File: config.mk
export PLATFORM = sky130hd
export DESIGN_NAME = f_meas
export DESIGN_NICKNAME = d
export VERILOG_FILES = /design/src/rtl/fdiv_pkg.sv /design/src/rtl/sync_edge.sv /design/src/rtl/f_meas.sv
export SDC_FILE = /design/constraint.sdc
export NUM_CORES = 1
export LEC_CHECK = 0
export ABC_CLOCK_PERIOD_IN_PS = 9400
export CAP_MARGIN = 15
export CORE_ASPECT_RATIO = 1.4
export CORE_MARGIN = 4
export CORE_UTILIZATION = 40
export CTS_CLUSTER_DIAMETER = 40
export DETAILED_ROUTE_END_ITERATION = 12
export DONT_BUFFER_PORTS = 1
export HOLD_SLACK_MARGIN = 0.15
export PLACE_DENSITY = 0.55
export SLEW_MARGIN = 20
export SYNTH_ARGS = -nofsm -noshare
export SYNTH_HDL_FRONTEND = slang
export SYNTH_SLANG_ARGS = --single-unit
File: constraint.sdc
create_clock -name fin -period 9.4 [get_ports fin]
set_clock_uncertainty 0.15 [all_clocks]
set_input_delay 2.35 -clock fin [delete_from_list [all_inputs] [get_ports fin]]
set_output_delay 2.35 -clock fin [all_outputs]
set_load 0.01 [all_outputs]
File: src/rtl/fdiv_pkg.sv
// Shared definitions for the clock divider and the frequency meter:
// nominal periods for each divisor code, the code type and the meter FSM states.
package fdiv_pkg;

    localparam int unsigned NOM0_DEF = 512000;
    localparam int unsigned NOM1_DEF = 1024000;
    localparam int unsigned NOM2_DEF = 2048000;
    localparam int unsigned NOM3_DEF = 4096000;

    typedef logic [1:0] code_t;

    typedef enum logic {
        IDLE = 1'b0,
        MEAS = 1'b1
    } state_t;

endpackage

File: src/rtl/sync_edge.sv
// Two-flop synchronizer for an asynchronous input plus rising-edge detect.
// With FMEAS_DUTY_EN the synchronized level is also exported for duty measurement.
module sync_edge (
    input  logic clk,
    input  logic rst,
    input  logic sig,
    output logic rise
`ifdef FMEAS_DUTY_EN
    ,
    output logic level
`endif
);

    logic s1;
    logic s2;
    logic s3;

    // Synchronizer chain followed by the edge-history register.
    always_ff @(posedge clk) begin
        if (rst) begin
            s1 <= 1'b0;
            s2 <= 1'b0;
            s3 <= 1'b0;
        end else begin
            s1 <= sig;
            s2 <= s1;
            s3 <= s2;
        end
    end

    assign rise = s2 & ~s3;

`ifdef FMEAS_DUTY_EN
    assign level = s2;
`endif

endmodule

File: src/rtl/f_meas.sv
// Period meter: counts fin cycles between rising edges of sig_in and decodes
// the period back to a 2-bit divisor code. Optional duty measurement is
// enabled with the FMEAS_DUTY_EN macro; otherwise high_time is tied to 0.
module f_meas
    import fdiv_pkg::*;
#(
    parameter int unsigned      CNT_W     = 32,
    parameter logic [CNT_W-1:0] NOM0      = CNT_W'(NOM0_DEF),
    parameter logic [CNT_W-1:0] NOM1      = CNT_W'(NOM1_DEF),
    parameter logic [CNT_W-1:0] NOM2      = CNT_W'(NOM2_DEF),
    parameter logic [CNT_W-1:0] NOM3      = CNT_W'(NOM3_DEF),
    parameter int unsigned      TOL_SHIFT = 4,
    parameter logic [CNT_W-1:0] TIMEOUT   = CNT_W'(8192000)
) (
    input  logic             fin,
    input  logic             rst,
    input  logic             sig_in,
    output logic [CNT_W-1:0] period,
    output logic [1:0]       code,
    output logic             code_ok,
    output logic             valid,
    output logic             timeout,
    output logic [CNT_W-1:0] high_time
);

    state_t           state;
    state_t           state_nxt;
    logic             rise;
    logic             arm;
    logic             load;
    logic             expire;
    logic [CNT_W-1:0] cnt;
    code_t            dec_code;
    logic             dec_ok;

    // Tolerance test: absolute difference taken as larger minus smaller, no sign bit needed.
    function automatic logic in_band(input logic [CNT_W-1:0] val, input logic [CNT_W-1:0] nom);
        logic [CNT_W-1:0] diff;
        diff = (val >= nom) ? (val - nom) : (nom - val);
        return diff <= (nom >> TOL_SHIFT);
    endfunction

`ifdef FMEAS_DUTY_EN
    logic             level;
    logic [CNT_W-1:0] hcnt;

    sync_edge u_sync (
        .clk   (fin),
        .rst   (rst),
        .sig   (sig_in),
        .rise  (rise),
        .level (level)
    );
`else
    sync_edge u_sync (
        .clk  (fin),
        .rst  (rst),
        .sig  (sig_in),
        .rise (rise)
    );
`endif

    // FSM state register.
    always_ff @(posedge fin) begin
        if (rst) state <= IDLE;
        else     state <= state_nxt;
    end

    // Next state and control strobes; a rise wins over an expiring count.
    always_comb begin
        state_nxt = state;
        arm       = 1'b0;
        load      = 1'b0;
        expire    = 1'b0;
        case (state)
            IDLE: begin
                if (rise) begin
                    arm       = 1'b1;
                    state_nxt = MEAS;
                end
            end
            MEAS: begin
                if (rise) begin
                    load = 1'b1;
                end else if (cnt == TIMEOUT) begin
                    expire    = 1'b1;
                    state_nxt = IDLE;
                end
            end
        endcase
    end

    // Lowest matching nominal wins; on no match the current code is kept.
    always_comb begin
        dec_ok   = 1'b1;
        dec_code = code;
        if (in_band(cnt, NOM0))      dec_code = 2'd0;
        else if (in_band(cnt, NOM1)) dec_code = 2'd1;
        else if (in_band(cnt, NOM2)) dec_code = 2'd2;
        else if (in_band(cnt, NOM3)) dec_code = 2'd3;
        else                         dec_ok   = 1'b0;
    end

    // Period counter, captured results and lock/timeout flags.
    always_ff @(posedge fin) begin
        if (rst) begin
            cnt     <= '0;
            period  <= '0;
            code    <= '0;
            code_ok <= 1'b0;
            valid   <= 1'b0;
            timeout <= 1'b0;
        end else begin
            valid <= load;
            if (arm || load)
                cnt <= CNT_W'(1);
            else if (state == MEAS && !expire)
                cnt <= cnt + CNT_W'(1);
            if (load) begin
                period  <= cnt;
                code    <= dec_code;
                code_ok <= dec_ok;
                timeout <= 1'b0;
            end
            if (expire) begin
                timeout <= 1'b1;
                code_ok <= 1'b0;
            end
        end
    end

`ifdef FMEAS_DUTY_EN
    // High-cycle counter; the rise cycle itself is high, so it restarts at 1.
    always_ff @(posedge fin) begin
        if (rst) begin
            hcnt      <= '0;
            high_time <= '0;
        end else begin
            if (arm || load)
                hcnt <= CNT_W'(1);
            else if (state == MEAS && level && hcnt != TIMEOUT)
                hcnt <= hcnt + CNT_W'(1);
            if (load)
                high_time <= hcnt;
        end
    end
`else
    assign high_time = '0;
`endif

endmodule

After elaboration in Yosys (flattened, before gate mapping)
Index checks and enable logic that the tools add are counted.
Cells by class
  mux-type cells: 25
  reduce and logical (&&, ||, !) cells: 9
  $add $sub $neg: 9
  $lt $le $gt $ge: 8
  bitwise gates (word level): 3
  eq/ne operators: 1
Operator list (number)
  two-way mux 32 bit: 4
  adder 32 x 1 -> 32 bit, second input constant: 1
  == test 32 x 23 -> 1 bit, second input constant: 1
  greater-or-equal comparator 32 x 19 -> 1 bit, second input constant: 1
  greater-or-equal comparator 32 x 20 -> 1 bit, second input constant: 1
  greater-or-equal comparator 32 x 21 -> 1 bit, second input constant: 1
  greater-or-equal comparator 32 x 22 -> 1 bit, second input constant: 1
  less-or-equal comparator 32 x 15 -> 1 bit, second input constant: 1
  less-or-equal comparator 32 x 16 -> 1 bit, second input constant: 1
  less-or-equal comparator 32 x 17 -> 1 bit, second input constant: 1
  less-or-equal comparator 32 x 18 -> 1 bit, second input constant: 1
  subtractor 19 x 32 -> 32 bit, first input constant: 1
  subtractor 20 x 32 -> 32 bit, first input constant: 1
  subtractor 21 x 32 -> 32 bit, first input constant: 1
  subtractor 22 x 32 -> 32 bit, first input constant: 1
  subtractor 32 x 19 -> 32 bit, second input constant: 1
  subtractor 32 x 20 -> 32 bit, second input constant: 1
  subtractor 32 x 21 -> 32 bit, second input constant: 1
  subtractor 32 x 22 -> 32 bit, second input constant: 1
  two-way mux 1 bit: 16
  two-way mux 2 bit: 4
  nonzero test 2 bit: 2
  nonzero test 4 bit: 1
  OR reduction 2 bit: 2
  7 further kinds: 8
Storage, ports and cells
  register bits: 73

Logic depth before layout (Yosys ltp)
Gate-level depths: netlist of run 1.
  word-level depth: 8
  gate-level depth with buffers: 13
  mapped depth without buffers: 11

Hierarchy
A second synthesis of run 1 with hierarchy kept.
Unflattened totals
  cell total of the unflattened synthesis: 880
  area total of the unflattened synthesis: 6298.5 µm²
Modules (own cells, without submodules)
  f_meas: cells each 873, instances 1, area each 6211.0 µm²
  sync_edge: cells each 7, instances 1, area each 87.6 µm²

Worst setup path before layout of run 1
OpenSTA, ideal clock, no wires.
  kind: register to register
  start: register cnt[15]
  end: register cnt[31]
  path slack: 5920 ps
  clock period less this slack: 3480 ps
  data arrival time: 3202 ps
  path buffers: 2
  library setup time: 128 ps
  stages on the path, launching flop included: 14
  required time: 9122 ps
  cells stage by stage: dfxtp_1 -> clkbuf_1 -> inv_1 -> ha_1 -> nand3_1 -> or4b_2 -> o311ai_2 -> nor4_1 -> and3_1 -> clkbuf_1 -> and4_1 -> nand4_1 -> xor2_1 -> nor2_1
Between the ends
  word-level cells in the longest chain between the ends: 6
RTL lines
  start: declaration: RTL line f_meas.sv:32  | logic [CNT_W-1:0] cnt;
  start signal: assignment: RTL line f_meas.sv:118  | cnt <= cnt + CNT_W'(1);
  parallel branches: the longest is 6 deep, another holds adder 32 x 1 -> 32 bit
Parallel ways; which one is timed is not known.
A chain may end at the register's enable or synchronous reset.

Worst setup path in the final report of run 1
  start: register cnt[14]
  end: register cnt[28]
Same word-level chain as after synthesis.

==> metrics.txt, run 1 <==
Worst Setup End Kind=flip-flop; clock sinks=73; Tot GR Track Use=22.5%; root buffer cell=clkbuf_16; core area=14,600 sq um; DR vias=5,802; routed vias/inst=5.94; worst-path maximum fanout=20; Worst EP arrival=4400 ps; hold-fix buffer count after cts=0; chip width=111 microns; post-synth top area cell=dfxtp_1; final wirelength=19,500 microns; Yosys top cell area share=24.4%; post-CTS sizing=0; FFs w/ async S/R, synth=0%; DRC viols=0; crit path from=cnt[14]; synth top area cells=dfxtp_1, nand2_1, xnor2_1, a21oi_1, ha_1; reg-to-reg startpoint=cnt[14]; starting DRC count in detailed routing=368; R2R Setup Slk=5110 ps; fin. max-slew vios=0; endpoints failing hold=0; WP data required=9510 ps; first-pass GRT wire length=31,100 microns; maximum VDD drop=0.0616 mV; Reg2Reg Depth=10; H-tree depth=3; Synth Instances=832; Initial Utilization=41.1%; clock buffer depth=2; Worst-path clk slew=60 ps; Pwr Density=112 nW/um^2; critical path type=flip-flop to flip-flop; Die Y=153 microns; Yosys warning count=0; postcts setup bufs=0; Tcrit/Tclk final=45.6%; clock latency on the worst-skew pair=340 ps; EDFF count, synth=0; Critical path destination=cnt[28]; Seq/Total Area, Yosys=24.4%; gpl congestion=0.970; path category of the worst min-delay check=flip-flop to flip-flop; Die ar.=17,000 sq um; ANT nets after route=0; total congestion overflow=0; Worst Tran Pin Value=954 ps; unrepaired setup endpoints after global routing=no; drt first pass iters=5; Max Cap Viol=0; commonest register cell after synthesis=dfxtp_1; ANT cells=0; row count=52; Synth cell types=76; Fin Setup TNS=0 ps; post-DR wirelength/cell=19.9 microns; status=finished clean; initial antenna violation count=0; layout cell share with drive strength beyond 1=5.46%; synth-to-layout area growth=3.37%; Slew HR=36.3%; Fmax achieved=233 MHz; vias in the first global route=5,534; Startpoint Class=flip-flop; CTS Buf Count=9; synthesized area=5980 sq um; PortBufs=0; r2r endpoint=cnt[28]; # IOs=72; largest net degree at the start of global routing=43; Mean Syn Cell Area=7.19 sq um; Tot Pwr=691 uW; Seq cells post-synth=73; min cycle time layout=4290 ps; Lkg Pwr=0.00223 uW; Final setup viols=0; Post-DP HPWL=14,400 microns; Layout Nets=809; CTS tree=done
## worst max-delay path, cell delays in order (launching register included)
cell	delay, ps
dfxtp_1	790
clkinv_1	570
ha_1	410
nand3_1	110
or4b_2	140
o311ai_2	160
nor4b_1	620
and3_1	380
nand4_1	260
or3_1	460
a21oi_1	160
## Yosys cell counts, types with 4 or more instances
| library cell | n |
|---|---|
| or4_1 | 13 |
| buf_4 | 33 |
| a211oi_1 | 9 |
| or3_1 | 16 |
| buf_1 | 9 |
| o21ai_0 | 20 |
| o22ai_1 | 5 |
| nand2_1 | 121 |
| nand4_1 | 15 |
| a21oi_1 | 59 |
| o211ai_1 | 5 |
| xnor2_1 | 48 |
| and3_1 | 8 |
| clkbuf_1 | 55 |
| nor2_1 | 74 |
| ha_1 | 23 |
| a2111oi_0 | 4 |
| a31oi_1 | 12 |
| a31o_2 | 5 |
| nand2b_1 | 5 |
| nor2b_1 | 9 |
| mux2i_1 | 7 |
| nand3_1 | 31 |
| nor3_1 | 26 |
| nor4_1 | 19 |
| xor2_1 | 18 |
| inv_1 | 19 |
| o31ai_1 | 5 |
| dfxtp_1 | 73 |
| o21a_1 | 4 |
## power by group
part	total, uW	switching (uW)	internal [uW]
logic	38.0	27.4	10.6
registers	312	1.68	311
clock network	340	136	204
## worst min path at each step
stage / start / endpoint / slack [ps] / cells after the start
finish: u_sync.s1 / u_sync.s2 / 300 / 1
floorplan: u_sync.s1 / u_sync.s2 / 260 / 1
global route: u_sync.s1 / u_sync.s2 / 320 / 1
CTS: u_sync.s1 / u_sync.s2 / 300 / 1
detailed placement: u_sync.s1 / u_sync.s2 / 300 / 1
global placement: u_sync.s1 / u_sync.s2 / 280 / 1
## layout make-up
type	count	area (sq um)
repair buffers	10	82.6
flip-flops and latches	73	1460
multi-input cells	666	4030
fillers	1525	8390
inverters	23	86.3
clock buffers	10	229
clock inverters	5	57.6
well taps	189	236
## cells in the final DEF (no fill, tap or decap), drive strengths merged, types with 9 or more instances in the layout
cell	instances
nand2	121
nor2	74
dfxtp	73
a21oi	60
xnor2	48
conb	32
nand3	31
nor3	27
ha	23
o21ai	21
inv	21
nor4	19
xor2	18
or3	16
nand4	15
or4	15
a31oi	12
clkbuf	10
buf	10
nor2b	9
a211oi	9
## state kept, by name, summed over array words and instances (netlist names)
register	count
code_ok	1
state	1
u_sync.s2	1
cnt	32
timeout	1
u_sync.s3	1
u_sync.s1	1
valid	1
period	32
code	2
## metal layers
| metal | vias to the layer above | GRT usage [%] | routed length [microns] |
|---|---|---|---|
| li1 | 2782 | - | - |
| met1 | 2761 | 26.1 | 7820 |
| met3 | 40 | 2.58 | 851 |
| met4 | 0 | 10.4 | 722 |
| met2 | 219 | 40.8 | 10100 |
| met5 | - | 0 | 0 |
## through the flow
stage | std cells | utilization (%) | cell area, sq um | hold WS, ps | setup slack [ps]
after floorplan | 863 | - | 6100 | 264 | 5920
final | 976 | 42.4 | 6190 | 301 | 5110
after detailed placement | 961 | 40.5 | 5900 | 295 | 5180
after global placement | 960 | 40.4 | 5880 | 280 | 5410
after global routing | 976 | 42.4 | 6190 | 315 | 4680
after CTS | 976 | 42.4 | 6190 | 304 | 5150
## logic make-up after synthesis
kind of cell | after synthesis | share of synthesized area [%]
xor gates and xnor gates | 66 | 9.66
buffers and inverters | 124 | 10.1
and+or+nand+nor | 363 | 30.0
AOI/OAI and AO/OA | 174 | 19.6
other | 1 | 0.0627
adders and majority gates | 23 | 4.81
muxes | 8 | 1.36
DFF | 73 | 24.4
Power figures use the tool's default switching activity.
==> run 2, diff against run 1 <==
Settings changed: ABC_AREA set to 1, ABC_CLOCK_PERIOD_IN_PS 9400 to 4300.
Clock period 9.4 ns to 4.3 ns, I/O delays scaled along.
==> metrics.txt, run 2 <==
Synth cell types=45 (-41%); Largest stage delay, worst path=670 ps (-120 ps); WP data required=4420 ps (-5090 ps); Die ar.=22,700 sq um (+33%); Initial Utilization=40.7% (-0.32 points); # IOs=72 (unchanged); r2r endpoint=code[0]; DRC viols=0 (unchanged); postcts setup bufs=0 (unchanged); top cells by count, synth=nand2_1, nor2_1, nand3_1; CTS tree=done; leading registers by flop count=cnt: 32 flops, period: 32 flops, code: 2 flops; cell-internal power=1240 uW (+140%); crit path cell chain=inv_1 -> buf_4 -> ha_1 -> inv_1 -> nand2_1 -> inv_1 -> nand2_1 -> nand3_1 -> nor2_1 -> nand2_2 -> inv_2 -> nand2_1 -> nand3_1 -> nor2_1 -> nand3_1 -> nand3_1 -> nor2_1 -> nor2_1 -> nand2_2 -> nand3_1 -> nand2_1 -> nor2_1; post-synth top area cell=nand2_1; Worst Tran Pin Value=944 ps (-9.28 ps); Post-DP HPWL=28,800 microns (+100%); clock power share=47.9% (-1.4 points); Slew HR=37.0% (+0.64 points); commonest register cell after synthesis=dfxtp_1; Synth Instances=1,464 (+76%); first-pass GRT wire length=55,100 microns (+77%); Fin Setup TNS=0 ps (unchanged); gpl congestion=1.06 (+9.6%); chip width=128 microns (+15%); Tcrit/Tclk final=88.0% (+42 points); starting DRC count in detailed routing=1,033 (+180%); H-tree depth=3 (unchanged); Reg2Reg Depth=22 (+12); row count=61 (+17%); FFs w/ async S/R, synth=0% (unchanged); Mean Syn Cell Area=5.54 sq um (-23%); Combinational Power Share=10.3% (+4.8 points); final wirelength=36,400 microns (+87%); worst path buffer plus inverter count=5 (+4); Fmax achieved=264 MHz (+13%); Slowest-stage cell, CP=dfxtp_1; crit path from=cnt[13]; fin. max-slew vios=0 (unchanged); path category of the worst min-delay check=flip-flop to flip-flop; synth-to-layout area growth=6.23%; worst-path maximum fanout=14 (-30%); synth top area cells=nand2_1, dfxtp_1, nor2_1, nand3_1, inv_1; Yosys top cell area share=22.4% (-2.0 points); maximum VDD drop=0.319 mV (+420%); EDFF count, synth=0 (unchanged); hold-fix buffer count after cts=0 (unchanged); final instance area=8620 sq um (+39%); DR vias=9,695 (+67%); Die Y=177 microns (+16%); placed instance area=8310 sq um (+41%); switching power=409 uW (+150%); Tot GR Track Use=32.1% (+9.6 points); min cycle time layout=3780 ps (-501 ps); clock buffer depth=2 (unchanged); Max Cap Viol=0 (unchanged); Layout Nets=1,483 (+83%); core area=19,900 sq um (+37%); R2R Setup Slk=520 ps (-4600 ps); cell count along the critical path=22 (+12); most frequent cells in the layout=nand2_1, nor2_1, nand3_1, inv_1, a21oi_1; Worst-path clk slew=60 ps (about the same); Sw Ratio=24.7% (+0.82 points); critical path type=flip-flop to flip-flop; root buffer cell=clkbuf_16; post-CTS sizing=0 (unchanged); most common cell after layout, fill and taps aside=nand2_1; Critical path destination=code[0]; CP top delay family=simple AND/OR/NAND/NOR gates; initial antenna violation count=0 (unchanged); clock sinks=73 (unchanged); Pwr Density=192 nW/um^2 (+72%); vias in the first global route=9,304 (+68%); unrepaired setup endpoints after global routing=no; CTS Buf Count=9 (unchanged); clock latency on the worst-skew pair=330 ps (about the same); sequential power share=41.8% (-3.4 points); post-DR wirelength/cell=21.2 microns (+6.5%); drt first pass iters=9 (+4); layout cell share with drive strength beyond 1=8.83% (+3.4 points); status=finished clean; endpoints failing hold=0 (unchanged); Startpoint Class=flip-flop; Seq cells post-synth=73 (unchanged); Seq/Total Area, Yosys=18.0% (-6.4 points); PortBufs=0 (unchanged); top-count cell post-synth=nand2_1; Lkg Pwr=0.00426 uW (+91%); reg-to-reg startpoint=cnt[13]; ANT nets after route=0 (unchanged); Worst Setup End Kind=flip-flop; Final setup viols=0 (unchanged); synthesized area=8120 sq um (+36%); total congestion overflow=0 (unchanged); routed vias/inst=5.66 (-4.8%); Yosys warning count=0 (unchanged); ANT cells=0 (unchanged); largest net degree at the start of global routing=37 (-14%); Worst EP arrival=3900 ps (-500 ps)
-- run 2: changes by cell type after synthesis, sizes merged, moves of 16 or more --
cell / delta
a21oi: +23
or3: -16
nand4: +19
buf: +18
nand3: +103
clkbuf: -34
inv: +112
nand2: +383
xnor2: -48
nor2: +146
o21ai: +63
-- run 2: worst min-delay path by stage --
stage,startpoint,end,cells past startpoint
after floorplan,u_sync.s1,u_sync.s2,2
after global placement,u_sync.s1,u_sync.s2,2
after detailed placement,u_sync.s1,u_sync.s2,2
after CTS,u_sync.s1,u_sync.s2,2
after global routing,u_sync.s1,u_sync.s2,2
final,u_sync.s1,u_sync.s2,2
-- run 2: power groups by stage --
stage	logic [uW]	registers [uW]	clock network (uW)
6_report	170	690	792
5_1_grt	188	690	834
4_1_cts	164	690	808
3_5_place_dp	163	705	0
3_3_place_gp	165	705	0
2_1_floorplan	136	703	0
-- run 2: final cells by class --
| class | instances | area, sq um |
|---|---|---|
| clock inverters | 3 | 65.1 |
| repair buffers | 36 | 270 |
| flip-flops and latches | 73 | 1460 |
| clock buffers | 12 | 246 |
| multi-input cells | 1197 | 5730 |
| inverters | 140 | 528 |
| well taps | 252 | 315 |
| fillers | 2256 | 11300 |
-- run 2: tightest hold or removal path, cell delays in order (launching register included) --
cell and delay [ps]:
dfxtp_1 290, inv_1 40, nor2_1 30
-- run 2: routing by layer --
metal,GRT usage (%),routed length (microns),up-vias
met1,38.2,13500,4362
li1,-,-,4620
met4,23.9,3100,0
met5,0,0,-
met2,52.2,16900,544
met3,3.84,2810,169
-- run 2: cells by family (layout without fill, tap and decap cells) --
family	count (synthesis)	in the layout	synth area share (%)
AOI/OAI and AO/OA	182	182	11.9
xor gates and xnor gates	33	33	3.56
adders and majority gates	23	23	3.55
buffers and inverters	225	191	12.9
DFF	73	73	18.0
other	1	32	0.0462
and+or+nand+nor	927	927	50.1
-- run 2: stage by stage --
stage | hold WS (ps) | std cells | utilization [%] | setup slack (ps) | total power [uW]
floorplan | 238 | 1495 | - | 1440 | 840
global placement | 244 | 1698 | 41.7 | 715 | 870
detailed placement | 245 | 1698 | 41.7 | 685 | 868
CTS | 253 | 1713 | 43.3 | 623 | 1660
global route | 269 | 1713 | 43.3 | 361 | 1710
finish | 253 | 1713 | 43.3 | 516 | 1650
==> run 3, diff against run 2 <==
Settings changed: PLACE_DENSITY 0.55 to 0.61, SLEW_MARGIN 20 to unset.
==> metrics.txt, run 3 (same netlist as run 2, synthesis figures left out) <==
status=finished clean; Worst EP arrival=3750 ps (-150 ps); Slowest-stage cell, CP=inv_1; core area=19,900 sq um (unchanged); crit path cell chain=inv_1 -> ha_1 -> inv_1 -> nand2_1 -> inv_1 -> nand2_1 -> nand3_1 -> nor2_1 -> nand2_2 -> inv_2 -> nand2_1 -> nand2_1 -> nand2_1 -> nand2_1 -> nor2_1 -> nand3_1 -> nor2_1 -> nor2_1 -> nand2_2 -> a21oi_1 -> nor2_1; clock sinks=73 (unchanged); drt first pass iters=7 (-2); post-CTS sizing=0 (unchanged); clock buffer depth=2 (unchanged); initial antenna violation count=0 (unchanged); worst path buffer plus inverter count=4 (-1); Initial Utilization=40.7% (unchanged); root buffer cell=clkbuf_16; Startpoint Class=flip-flop; Die Y=177 microns (unchanged); Sw Ratio=25.4% (+0.68 points); Tot GR Track Use=33.5% (+1.5 points); placed instance area=8350 sq um (+0.45%); hold-fix buffer count after cts=0 (unchanged); worst-path maximum fanout=15 (+1); # IOs=72 (unchanged); clock power share=46.0% (-1.9 points); final wirelength=38,100 microns (+4.8%); CTS Buf Count=9 (unchanged); total congestion overflow=0 (unchanged); switching power=405 uW (-0.99%); Pwr Density=184 nW/um^2 (-3.8%); post-DR wirelength/cell=22.2 microns (+4.5%); number of fill cells=2,216 (-1.8%); Combinational Power Share=10.7% (+0.4 points); CTS tree=done; most common cell after layout, fill and taps aside=nand2_1; Largest stage delay, worst path=490 ps (-180 ps); maximum VDD drop=0.379 mV (+19%); Final setup viols=0 (unchanged); layout cell share with drive strength beyond 1=9.07% (+0.24 points); clock latency on the worst-skew pair=330 ps (about the same); starting DRC count in detailed routing=1,152 (+12%); leading registers by flop count=cnt: 32 flops, period: 32 flops, code: 2 flops; postcts setup bufs=0 (unchanged); Layout Nets=1,488 (+0.34%); critical path type=flip-flop to flip-flop; vias in the first global route=9,637 (+3.6%); row count=61 (unchanged); Worst Setup End Kind=flip-flop; first-pass GRT wire length=57,200 microns (+3.8%); CP top delay family=simple AND/OR/NAND/NOR gates; Tcrit/Tclk final=85.5% (-2.5 points); synth-to-layout area growth=6.41%; Die ar.=22,700 sq um (unchanged); Worst path most repeated cell=nand2_1; ANT cells=0 (unchanged); endpoints failing hold=0 (unchanged); Worst Tran Pin Value=951 ps (+6.48 ps); H-tree depth=3 (unchanged); gpl congestion=1.09 (+2.6%); sequential power share=43.4% (+1.6 points); Lkg Pwr=0.00427 uW (+0.37%); path category of the worst min-delay check=flip-flop to flip-flop; DRC viols=0 (unchanged); WP data required=4370 ps (-50 ps); Fin Setup TNS=0 ps (unchanged); DR vias=9,950 (+2.6%); fin. max-slew vios=0 (unchanged); unrepaired setup endpoints after global routing=no; chip width=128 microns (unchanged); cell-internal power=1190 uW (-4.5%); Worst-path clk slew=60 ps (about the same); ANT nets after route=0 (unchanged); Slew HR=36.5% (-0.43 points); largest net degree at the start of global routing=37 (unchanged); PortBufs=0 (unchanged); Post-DP HPWL=30,400 microns (+5.5%); final instance area=8640 sq um (+0.17%); min cycle time layout=3680 ps (-108 ps); Fmax achieved=272 MHz (+2.9%); most frequent cells in the layout=nand2_1, nor2_1, nand3_1, inv_1, a21oi_1; routed vias/inst=5.79 (+2.3%); Max Cap Viol=0 (unchanged)
## run 3: final cells by class
type | count | area [sq um] | share of cell area [%]
clock buffers | 13 | 250 | 2.90
clock inverters | 2 | 38.8 | 0.449
inverters | 140 | 528 | 6.11
multi-input cells | 1197 | 5730 | 66.4
flip-flops and latches | 73 | 1460 | 16.9
well taps | 252 | 315 | 3.65
repair buffers | 41 | 308 | 3.56
## run 3: worst reg2reg max path, stage by stage, from the launching register on
cell and delay [ps]:
dfxtp_1 460, inv_1 490, ha_1 330, inv_1 60
nand2_1 160, inv_1 60, nand2_1 170, nand3_1 140
nor2_1 210, nand2_2 210, inv_2 200, nand2_1 100
nand2_1 70, nand2_1 40, nand2_1 60, nor2_1 50
nand3_1 90, nor2_1 40, nor2_1 180, nand2_2 100
a21oi_1 130, nor2_1 60
## run 3: worst paths after layout
kind | from | endpoint | slack [ps] | depth (start not counted)
worst max register to register | cnt[13] | code[0] | 620 | 21
worst min-delay path | u_sync.s1 | u_sync.s2 | 250 | 2
worst max-delay path | cnt[13] | code[0] | 620 | 21
worst min register to register | u_sync.s1 | u_sync.s2 | 250 | 2
## run 3: power groups by stage
stage	Combinational [uW]	Sequential (uW)	Clock (uW)
after floorplan	136	703	0
after global placement	164	705	0
after detailed placement	164	705	0
after CTS	164	690	744
after global routing	185	691	769
final	169	690	732
## run 3: stage by stage
step / utilization (%) / total power [uW] / cells / hold slack (ps) / setup slack (ps)
after global routing: 43.4 / 1640 / 1718 / 271 / 351
after floorplan: - / 840 / 1495 / 238 / 1440
final: 43.4 / 1590 / 1718 / 253 / 624
after global placement: 41.9 / 869 / 1703 / 244 / 773
after CTS: 43.4 / 1600 / 1718 / 256 / 715
after detailed placement: 41.9 / 869 / 1703 / 247 / 735
## run 3: routing by layer
metal / wire, microns / track usage [%]
met5: 0 / 0
met4: 3450 / 25.7
met3: 2990 / 3.96
met2: 17600 / 54.9
met1: 14100 / 39.4
